<file path="config.mk">
export PLATFORM = sky130hd
export DESIGN_NAME = melody_seq
export DESIGN_NICKNAME = d
export VERILOG_FILES = /design/src/rtl/melody_pkg.sv /design/src/rtl/tick_prescaler.sv /design/src/rtl/melody_seq.sv
export SDC_FILE = /design/constraint.sdc
export NUM_CORES = 1
export LEC_CHECK = 0
export CAP_MARGIN = 20
export CORE_MARGIN = 3
export CORE_UTILIZATION = 55
export CTS_CLUSTER_SIZE = 14
export DETAILED_ROUTE_END_ITERATION = 12
export DONT_BUFFER_PORTS = 1
export PLACE_DENSITY_LB_ADDON = 0.2
export SLEW_MARGIN = 20
export SYNTH_ARGS = -nofsm -noshare
export SYNTH_HDL_FRONTEND = slang
export SYNTH_SLANG_ARGS = --single-unit
</file>
<file path="constraint.sdc">
create_clock -name clk -period 3.5 [get_ports clk]
set_clock_uncertainty 0.05 [all_clocks]
set_input_delay 0.175 -clock clk [delete_from_list [all_inputs] [get_ports clk]]
set_output_delay 0.175 -clock clk [all_outputs]
set_load 0.01 [all_outputs]
</file>
<file path="src/rtl/melody_pkg.sv">
// Shared state encoding, default timing constants and note helpers for melody_seq.
package melody_pkg;

    typedef enum logic [1:0] {StIdle, StNote, StGap, StFin} state_t;

    localparam int unsigned DEF_CLK_DIV    = 50000;
    localparam int unsigned DEF_NOTE_TICKS = 400;
    localparam int unsigned DEF_GAP_TICKS  = 100;
    localparam int unsigned DEF_MAX_SCALE  = 15;

    function automatic logic [4:0] clamp_level(input logic [4:0] lvl, input logic [4:0] max_lvl);
        return (lvl > max_lvl) ? max_lvl : lvl;
    endfunction

    // Scale notes come first; the note at position lvl is the target.
    function automatic logic [4:0] note_index(input logic [4:0] k, input logic [4:0] lvl,
                                              input logic [3:0] snd);
        return (k < lvl) ? k : {1'b0, snd};
    endfunction

endpackage

</file>
<file path="src/rtl/tick_prescaler.sv">
// Divides clk down to a one-cycle tick every CLK_DIV cycles; clr restarts the count.
module tick_prescaler
    import melody_pkg::*;
#(
    parameter int unsigned CLK_DIV = DEF_CLK_DIV
) (
    input  logic clk,
    input  logic reset,
    input  logic clr,
    output logic tick
);

    localparam int unsigned CW = (CLK_DIV > 1) ? $clog2(CLK_DIV) : 1;
    localparam logic [CW-1:0] LAST = CW'(CLK_DIV - 1);

    logic [CW-1:0] cnt_q;
    logic [CW-1:0] cnt_eff;

    // clr acts in the first cycle of a state, so that cycle already counts as 0.
    always_comb begin
        cnt_eff = clr ? '0 : cnt_q;
        tick    = (cnt_eff == LAST);
    end

    always_ff @(posedge clk) begin
        if (reset) begin
            cnt_q <= '0;
        end else if (tick) begin
            cnt_q <= '0;
        end else begin
            cnt_q <= cnt_eff + 1'b1;
        end
    end

endmodule

</file>
<file path="src/rtl/melody_seq.sv">
// Plays level ascending scale notes then a target note, with timed gaps.
// Optional replay of the last sequence is enabled by defining MELODY_REPLAY_EN.
module melody_seq
    import melody_pkg::*;
#(
    parameter int unsigned CLK_DIV    = DEF_CLK_DIV,
    parameter int unsigned NOTE_TICKS = DEF_NOTE_TICKS,
    parameter int unsigned GAP_TICKS  = DEF_GAP_TICKS,
    parameter int unsigned MAX_SCALE  = DEF_MAX_SCALE
) (
    input  logic       clk,
    input  logic       reset,
    input  logic       start,
    input  logic       abort,
    input  logic [4:0] level,
    input  logic [3:0] sound,
    input  logic       replay,
    output logic [4:0] play_index,
    output logic       tone_en,
    output logic       busy,
    output logic       done
);

    localparam int unsigned TMAX = (NOTE_TICKS > GAP_TICKS) ? NOTE_TICKS : GAP_TICKS;
    localparam int unsigned TW   = (TMAX > 1) ? $clog2(TMAX) : 1;
    localparam logic [TW-1:0] NOTE_LAST = TW'(NOTE_TICKS - 1);
    localparam logic [TW-1:0] GAP_LAST  = TW'(GAP_TICKS - 1);
    localparam logic [4:0]    MAX_LVL   = 5'(MAX_SCALE);

    state_t        state;
    logic [4:0]    lvl_q;
    logic [3:0]    snd_q;
    logic [4:0]    note_cnt;
    logic [4:0]    next_cnt;
    logic [TW-1:0] tick_cnt;
    logic          entry;
    logic          tick;
    logic          go;
    logic [4:0]    lvl_n;
    logic [3:0]    snd_n;

`ifdef MELODY_REPLAY_EN
    // start wins over replay; replay reuses the latched pair untouched.
    always_comb begin
        go = start | replay;
        if (start) begin
            lvl_n = clamp_level(level, MAX_LVL);
            snd_n = sound;
        end else begin
            lvl_n = lvl_q;
            snd_n = snd_q;
        end
    end
`else
    logic unused_replay;
    assign unused_replay = replay;
    assign go    = start;
    assign lvl_n = clamp_level(level, MAX_LVL);
    assign snd_n = sound;
`endif

    assign next_cnt = note_cnt + 5'd1;

    tick_prescaler #(
        .CLK_DIV(CLK_DIV)
    ) u_prescaler (
        .clk  (clk),
        .reset(reset),
        .clr  (entry),
        .tick (tick)
    );

    always_ff @(posedge clk) begin
        if (reset) begin
            state      <= StIdle;
            lvl_q      <= '0;
            snd_q      <= '0;
            note_cnt   <= '0;
            tick_cnt   <= '0;
            entry      <= 1'b0;
            play_index <= '0;
            tone_en    <= 1'b0;
            busy       <= 1'b0;
            done       <= 1'b0;
        end else begin
            entry <= 1'b0;
            done  <= 1'b0;
            if (abort) begin
                // Abort also suppresses a start requested in the same cycle.
                entry      <= (state != StIdle);
                state      <= StIdle;
                note_cnt   <= '0;
                tick_cnt   <= '0;
                play_index <= '0;
                tone_en    <= 1'b0;
                busy       <= 1'b0;
            end else begin
                unique case (state)
                    StIdle: begin
                        if (go) begin
                            lvl_q      <= lvl_n;
                            snd_q      <= snd_n;
                            state      <= StNote;
                            entry      <= 1'b1;
                            note_cnt   <= '0;
                            tick_cnt   <= '0;
                            play_index <= note_index(5'd0, lvl_n, snd_n);
                            tone_en    <= 1'b1;
                            busy       <= 1'b1;
                        end
                    end
                    StNote: begin
                        if (tick) begin
                            if (tick_cnt == NOTE_LAST) begin
                                tick_cnt <= '0;
                                entry    <= 1'b1;
                                tone_en  <= 1'b0;
                                if (note_cnt == lvl_q) begin
                                    state <= StFin;
                                    done  <= 1'b1;
                                end else begin
                                    state <= StGap;
                                end
                            end else begin
                                tick_cnt <= tick_cnt + 1'b1;
                            end
                        end
                    end
                    StGap: begin
                        if (tick) begin
                            if (tick_cnt == GAP_LAST) begin
                                tick_cnt   <= '0;
                                entry      <= 1'b1;
                                state      <= StNote;
                                note_cnt   <= next_cnt;
                                play_index <= note_index(next_cnt, lvl_q, snd_q);
                                tone_en    <= 1'b1;
                            end else begin
                                tick_cnt <= tick_cnt + 1'b1;
                            end
                        end
                    end
                    StFin: begin
                        state      <= StIdle;
                        entry      <= 1'b1;
                        play_index <= '0;
                        busy       <= 1'b0;
                    end
                    default: state <= StIdle;
                endcase
            end
        end
    end

endmodule

</file>
Yosys cells after proc, flatten, opt, wreduce, memory -nomap -nowiden

Cells that the tools add are included.

Register bits: 50
Input port bits: 14
Output and inout bits: 8
Logic and storage cells: 89

Add/sub/neg operators: 3
Order comparisons: 3
Equal/unequal tests: 12
Multiplexer cells: 40
Bitwise gates (word level): 4
Reductions and logical operators: 16

Operator list:

| operator                                            | number |
|---|---|
| 2-to-1 mux 9 bit                                    | 5 |
| 2-to-1 mux 5 bit                                    | 8 |
| one-hot mux 9 bit (3 select lines)                  | 1 |
| adder 16 x 1 -> 16 bit, second input constant       | 1 |
| equality test 16 bit, second input constant         | 1 |
| 2-to-1 mux 16 bit                                   | 1 |
| one-hot mux 5 bit (3 select lines)                  | 1 |
| 2-to-1 mux 1 bit                                    | 13 |
| AND reduction 4 bit                                 | 3 |
| 2-to-1 mux 2 bit                                    | 5 |
| != test 2 bit, second input constant                | 5 |
| one-hot mux 5 bit (2 select lines)                  | 1 |
| adder 9 x 1 -> 9 bit, second input constant         | 1 |
| equality test 9 x 7 -> 1 bit, second input constant | 1 |
| equality test 9 bit, second input constant          | 1 |
| one-hot mux 2 bit (4 select lines)                  | 1 |
| AND reduction 6 bit                                 | 1 |
| nonzero test 2 bit                                  | 3 |
| nonzero test 3 bit                                  | 2 |
| adder 5 x 1 -> 5 bit, second input constant         | 1 |
| equality test 5 bit                                 | 1 |
| > comparator 5 x 4 -> 1 bit, second input constant  | 1 |
| < comparator 1 x 5 -> 1 bit, first input constant   | 1 |
| < comparator 5 bit                                  | 1 |
| 13 further kinds                                    | 18 |

Logic depth before layout (Yosys ltp)

Depth in word-level cells: 6
Gate-level depth with buffers: 9

Hierarchy

From an unflattened synthesis, not the netlist that was laid out.

Cells, all modules: 326
Area total of the unflattened synthesis: 2752.6 um^2

By module, submodules not included:

| module         | times used | cells an instance | area each (um^2) | seq. area each (um^2) |
|---|---|---|---|---|
| melody_seq     | 1          | 235               | 1938.1           | 680.7 |
| tick_prescaler | 1          | 91                | 814.5            | 320.3 |

Least setup slack after synthesis

Ideal clock, no wire load.

Kind: register -> register
From: register entry
To: register play_index[2]
Library setup time: 119 ps
Arrival time: 2332 ps
Required time: 3331 ps
Setup slack: 999 ps
Cell stages (with the launch flop): 10
Path buffers: 2
Cell sequence: dfxtp_1 > clkbuf_1 > nor2b_1 > ha_1 > nand4b_1 > or4_4 > buf_6 > o41ai_4 > nand2_1 > o221a_1

Cells in the longest elaborated chain, start to end: 4

RTL lines:

| element                       | RTL line             | source |
|---|---|---|
| from (decl)                   | melody_seq.sv:36     | `logic entry;` |
| from (signal assigned)        | melody_seq.sv:90     | `entry <= (state != StIdle);` |
| 2-to-1 mux 16 bit             | tick_prescaler.sv:21 | `cnt_eff = clr ? '0 : cnt_q;` |
| equality test 16 bit          | tick_prescaler.sv:22 | `tick = (cnt_eff == LAST);` |
| != test 2 bit (no line)       | --                   |  |
| AND reduction 4 bit (no line) | --                   |  |
| to (signal assigned)          | melody_seq.sv:107    | `play_index <= note_index(5'd0, lvl_n, snd_n);` |
| to (signal assigned)          | melody_seq.sv:136    | `play_index <= note_index(next_cnt, lvl_q, snd_q);` |
| to (decl)                     | melody_seq.sv:18     | `output logic [4:0] play_index,` |

No other way between the ends.
A chain may end at the register's enable or synchronous reset.

Final worst setup path

Ends and elaborated chain as after synthesis.

==> flow_summary_export.csv <==
group,metric,value,unit
outcome,status,"completed",
synth,synth.top_cell.area_share,0.3655,
synth,yosys_warnings,0,
timing,fin_crit_sh,0.7839,
pwr,leakagePower,1.048,nW
timing,drv_slew,0,
global_routing,antenna_found_initial,0,
synth,synth_area_leaders,"dfxtp_1, ha_1, nand2_1, xor2_1, nor2_1",
critical_path,cp-start-kind,"flop",
synth,yosysMostFrequentCell,"dfxtp_1",
synth,synthFlopType,"dfxtp_1",
placed_design,gp_congestion,0.9244,
routing,vias_per_cell,6.003,
critical_path,criticalPathCategory,"reg2reg",
synth,synth_edf_count,0,
cts,cts_htree_levels,2,
pwr,p_int,0.7937,mW
global_routing,grt_max_degree,18,
placed_design,port_buffers,0,
global_routing,grt_first_pass_wirelength,10560,µm
cts,cts_tree,"built",
timing,slew_headroom,0.4321,
floorplanning,core_area,4755,µm²
floorplanning,die_area,5862,µm²
synth,synthesis.nets,353,
pwr,power.share.clock,0.334,
floorplanning,die_h,76.57,µm
timing,tightestPinTransition,0.8487,ns
timing,max_freq,364.5,MHz
global_routing,grt_usage,0.2211,
pwr,peakVddDrop,0.3028,mV
critical_path,end_kind,"flop",
cts,clock_sinks,50,
timing,setup-violations-final,0,
min_path,hp-class,"in2reg",
synth,synth-async-reset-ratio,0,
global_routing,grt-ovfl-total,0,
pwr,seq_power_share,0.557,
finish,drive_gt1_frac,0.05758,
cts,cts_setup_buffers,0,
timing,whs,0.001498,ns
floorplanning,chipWidth,76.57,µm
timing,rsz0062_at_grt,"no",
cts,path_clk_slew,0.09,ns
floorplanning,start_util,0.5761,
critical_path,critPathArrivalTime,2.90,ns
synth,yosysSeqAreaShare,0.3655,
timing,setup_tns,0,ns
cts,cts_made_buffers,5,
routing,wire_per_inst,15.26,µm
finish,finalNetCount,356,
synth,synth_seq_cells,50,
routing,drt-total-wl,6058,µm
routing,drt_first_pass_iters,4,
finish,num-fill-cells,459,
cts,worstSkewPairLatency,0.31,ns
synth,synth_cell_types,54,
routing,vias,2383,
cts,cts_buffer_depth,2,
critical_path,path_max_fanout,11,
finish,num_antenna_cells,0,
timing,finalHoldViolCount,0,
routing,ant_nets,0,
floorplanning,pin_count,22,
pwr,p_per_area,365.9,nW/µm²
pwr,power_frac_comb,0.109,
synth,netlist_area,2739,µm²
global_routing,grt_pass1_vias,2289,
pwr,swShare,0.2589,
timing,period_minus_slack,2.744,ns
floorplanning,rows,25,
routing,route.detailed.drc,0,
synth,syn_avg_cell_area,8.401,µm²
job,maxCapViolCount,0,
synth,syn_inst,326,
finish,area_growth,6.853,%
cts,cts_root_buf,"clkbuf_8",
critical_path,crit_required,3.66,ns
synth,netlist_top_cells_count,"dfxtp_1, nand2_1, nor2_1, o21ai_0, a21oi_1",
synth,synth_top_area_cell,"dfxtp_1",
routing,dr.first_iter.drc_count,112,
pwr,p_switching,0.2773,mW
placed_design,dpl.hpwl,4462,µm
-- worst max-delay path: stages (launching register included) --
cell and delay, ns:
dfxtp_1 0.40, nor2b_1 0.27, ha_1 0.28, nand4b_1 0.17, or4_4 0.53, o41ai_4 0.61, nand2_1 0.11, o221a_1 0.22
-- per-layer routing --
layer | wire length (µm) | vias to the layer above | GRT usage | part of all wire
met5 | 0 | - | 0 | 0
met4 | 106 | 0 | 0.08333 | 0.017
met3 | 233 | 10 | 0.03901 | 0.038
met2 | 2835 | 48 | 0.3585 | 0.47
met1 | 2883 | 1136 | 0.2933 | 0.48
li1 | - | 1189 | - | -
-- path summary, 6_finish.rpt --
path	startpoint	end	slack [ns]	depth (start not counted)
max reg2reg	entry$_SDFF_PP0_	play_index[2]$_SDFFE_PP0P_	0.76	7
min	level[0]	lvl_q[0]$_SDFFE_PP0P_	0.001	2
max	entry$_SDFF_PP0_	play_index[2]$_SDFFE_PP0P_	0.76	7
min reg2reg	snd_q[3]$_SDFFE_PP0P_	snd_q[3]$_SDFFE_PP0P_	0.41	2
-- registers in the layout, indices dropped and copies added (netlist names) --
signal / count
play_index: 5
note_cnt: 5
u_prescaler.cnt_q: 16
snd_q: 4
tone_en: 1
tick_cnt: 9
busy: 1
state: 2
done: 1
entry: 1
lvl_q: 5
-- timing repair --
action                     4_1_cts  5_1_grt
setup endpoints to repair        0        0
resized for setup                0        0
hold buffers                     5        0
hold endpoints to repair        13        0
-- stage by stage --
| stage | cells | util | total power, mW | area, µm² | worst slack [ns] |
|---|---|---|---|---|---|
| 3_5_place_dp | 384 | 0.5850 | 0.7182 | 2781 | 0.8044 |
| 4_1_cts | 397 | 0.6155 | 1.080 | 2927 | 0.7799 |
| 5_1_grt | 397 | 0.6155 | 1.122 | 2927 | 0.5034 |
| 2_1_floorplan | 326 | - | 0.6969 | 2739 | 0.9990 |
| 6_report | 397 | 0.6155 | 1.071 | 2927 | 0.7564 |
| 3_3_place_gp | 384 | 0.5850 | 0.7151 | 2781 | 0.9193 |
-- cells in the final DEF (no fill, tap or decap), drive strengths merged, types with 2 or more instances in the layout --
cell type    Yosys  routed
a211oi           6       6
a21boi           2       2
a21o             2       2
a21oi           16      16
a2bb2oi          2       2
a31oi            5       5
a32o             4       4
and2             4       4
and3             4       4
and4             2       2
and4b            2       2
clkbuf           8       7
dfxtp           50      50
dlygate4sd3      0       5
ha              13      13
inv             13      14
nand2           36      36
nand2b           6       6
nand3           12      12
nand4            4       4
nand4b           4       4
nand4bb          2       2
nor2            27      27
nor2b            6       6
nor3            13      13
nor3b            3       3
nor4             4       4
o21ai           19      19
o22ai            3       3
o31ai            2       2
or2              5       5
or3              7       7
or4              4       4
xnor2            7       7
xor2            12      12
-- area by class of cell --
type | count | area [µm²] | area share
repair buffers | 5 | 50.05 | 0.01710
clock buffers | 7 | 86.33 | 0.02950
inverters | 13 | 48.80 | 0.01667
clock inverters | 1 | 8.758 | 0.002993
multi-input cells | 254 | 1648 | 0.5631
flip-flops and latches | 50 | 1001 | 0.3420
well taps | 67 | 83.83 | 0.02864
-- cell families (layout without fill, tap and decap cells) --
logic type	after synthesis	after routing	synth area share
muxes	1	1	0.003655
AOI/OAI and AO/OA	72	72	0.1832
and+or+nand+nor	149	149	0.2946
DFF	50	50	0.3655
xor gates and xnor gates	19	19	0.06076
buffers and inverters	22	26	0.03289
adders and majority gates	13	13	0.05939
-- power by group through the flow --
stage | sequential, mW | clock, mW | combinational (mW)
6_report | 0.596 | 0.358 | 0.117
4_1_cts | 0.597 | 0.368 | 0.116
2_1_floorplan | 0.606 | 0 | 0.0913
5_1_grt | 0.599 | 0.391 | 0.131
3_3_place_gp | 0.609 | 0 | 0.106
3_5_place_dp | 0.610 | 0 | 0.108
No activity file was read; power rests on OpenSTA's default activity.
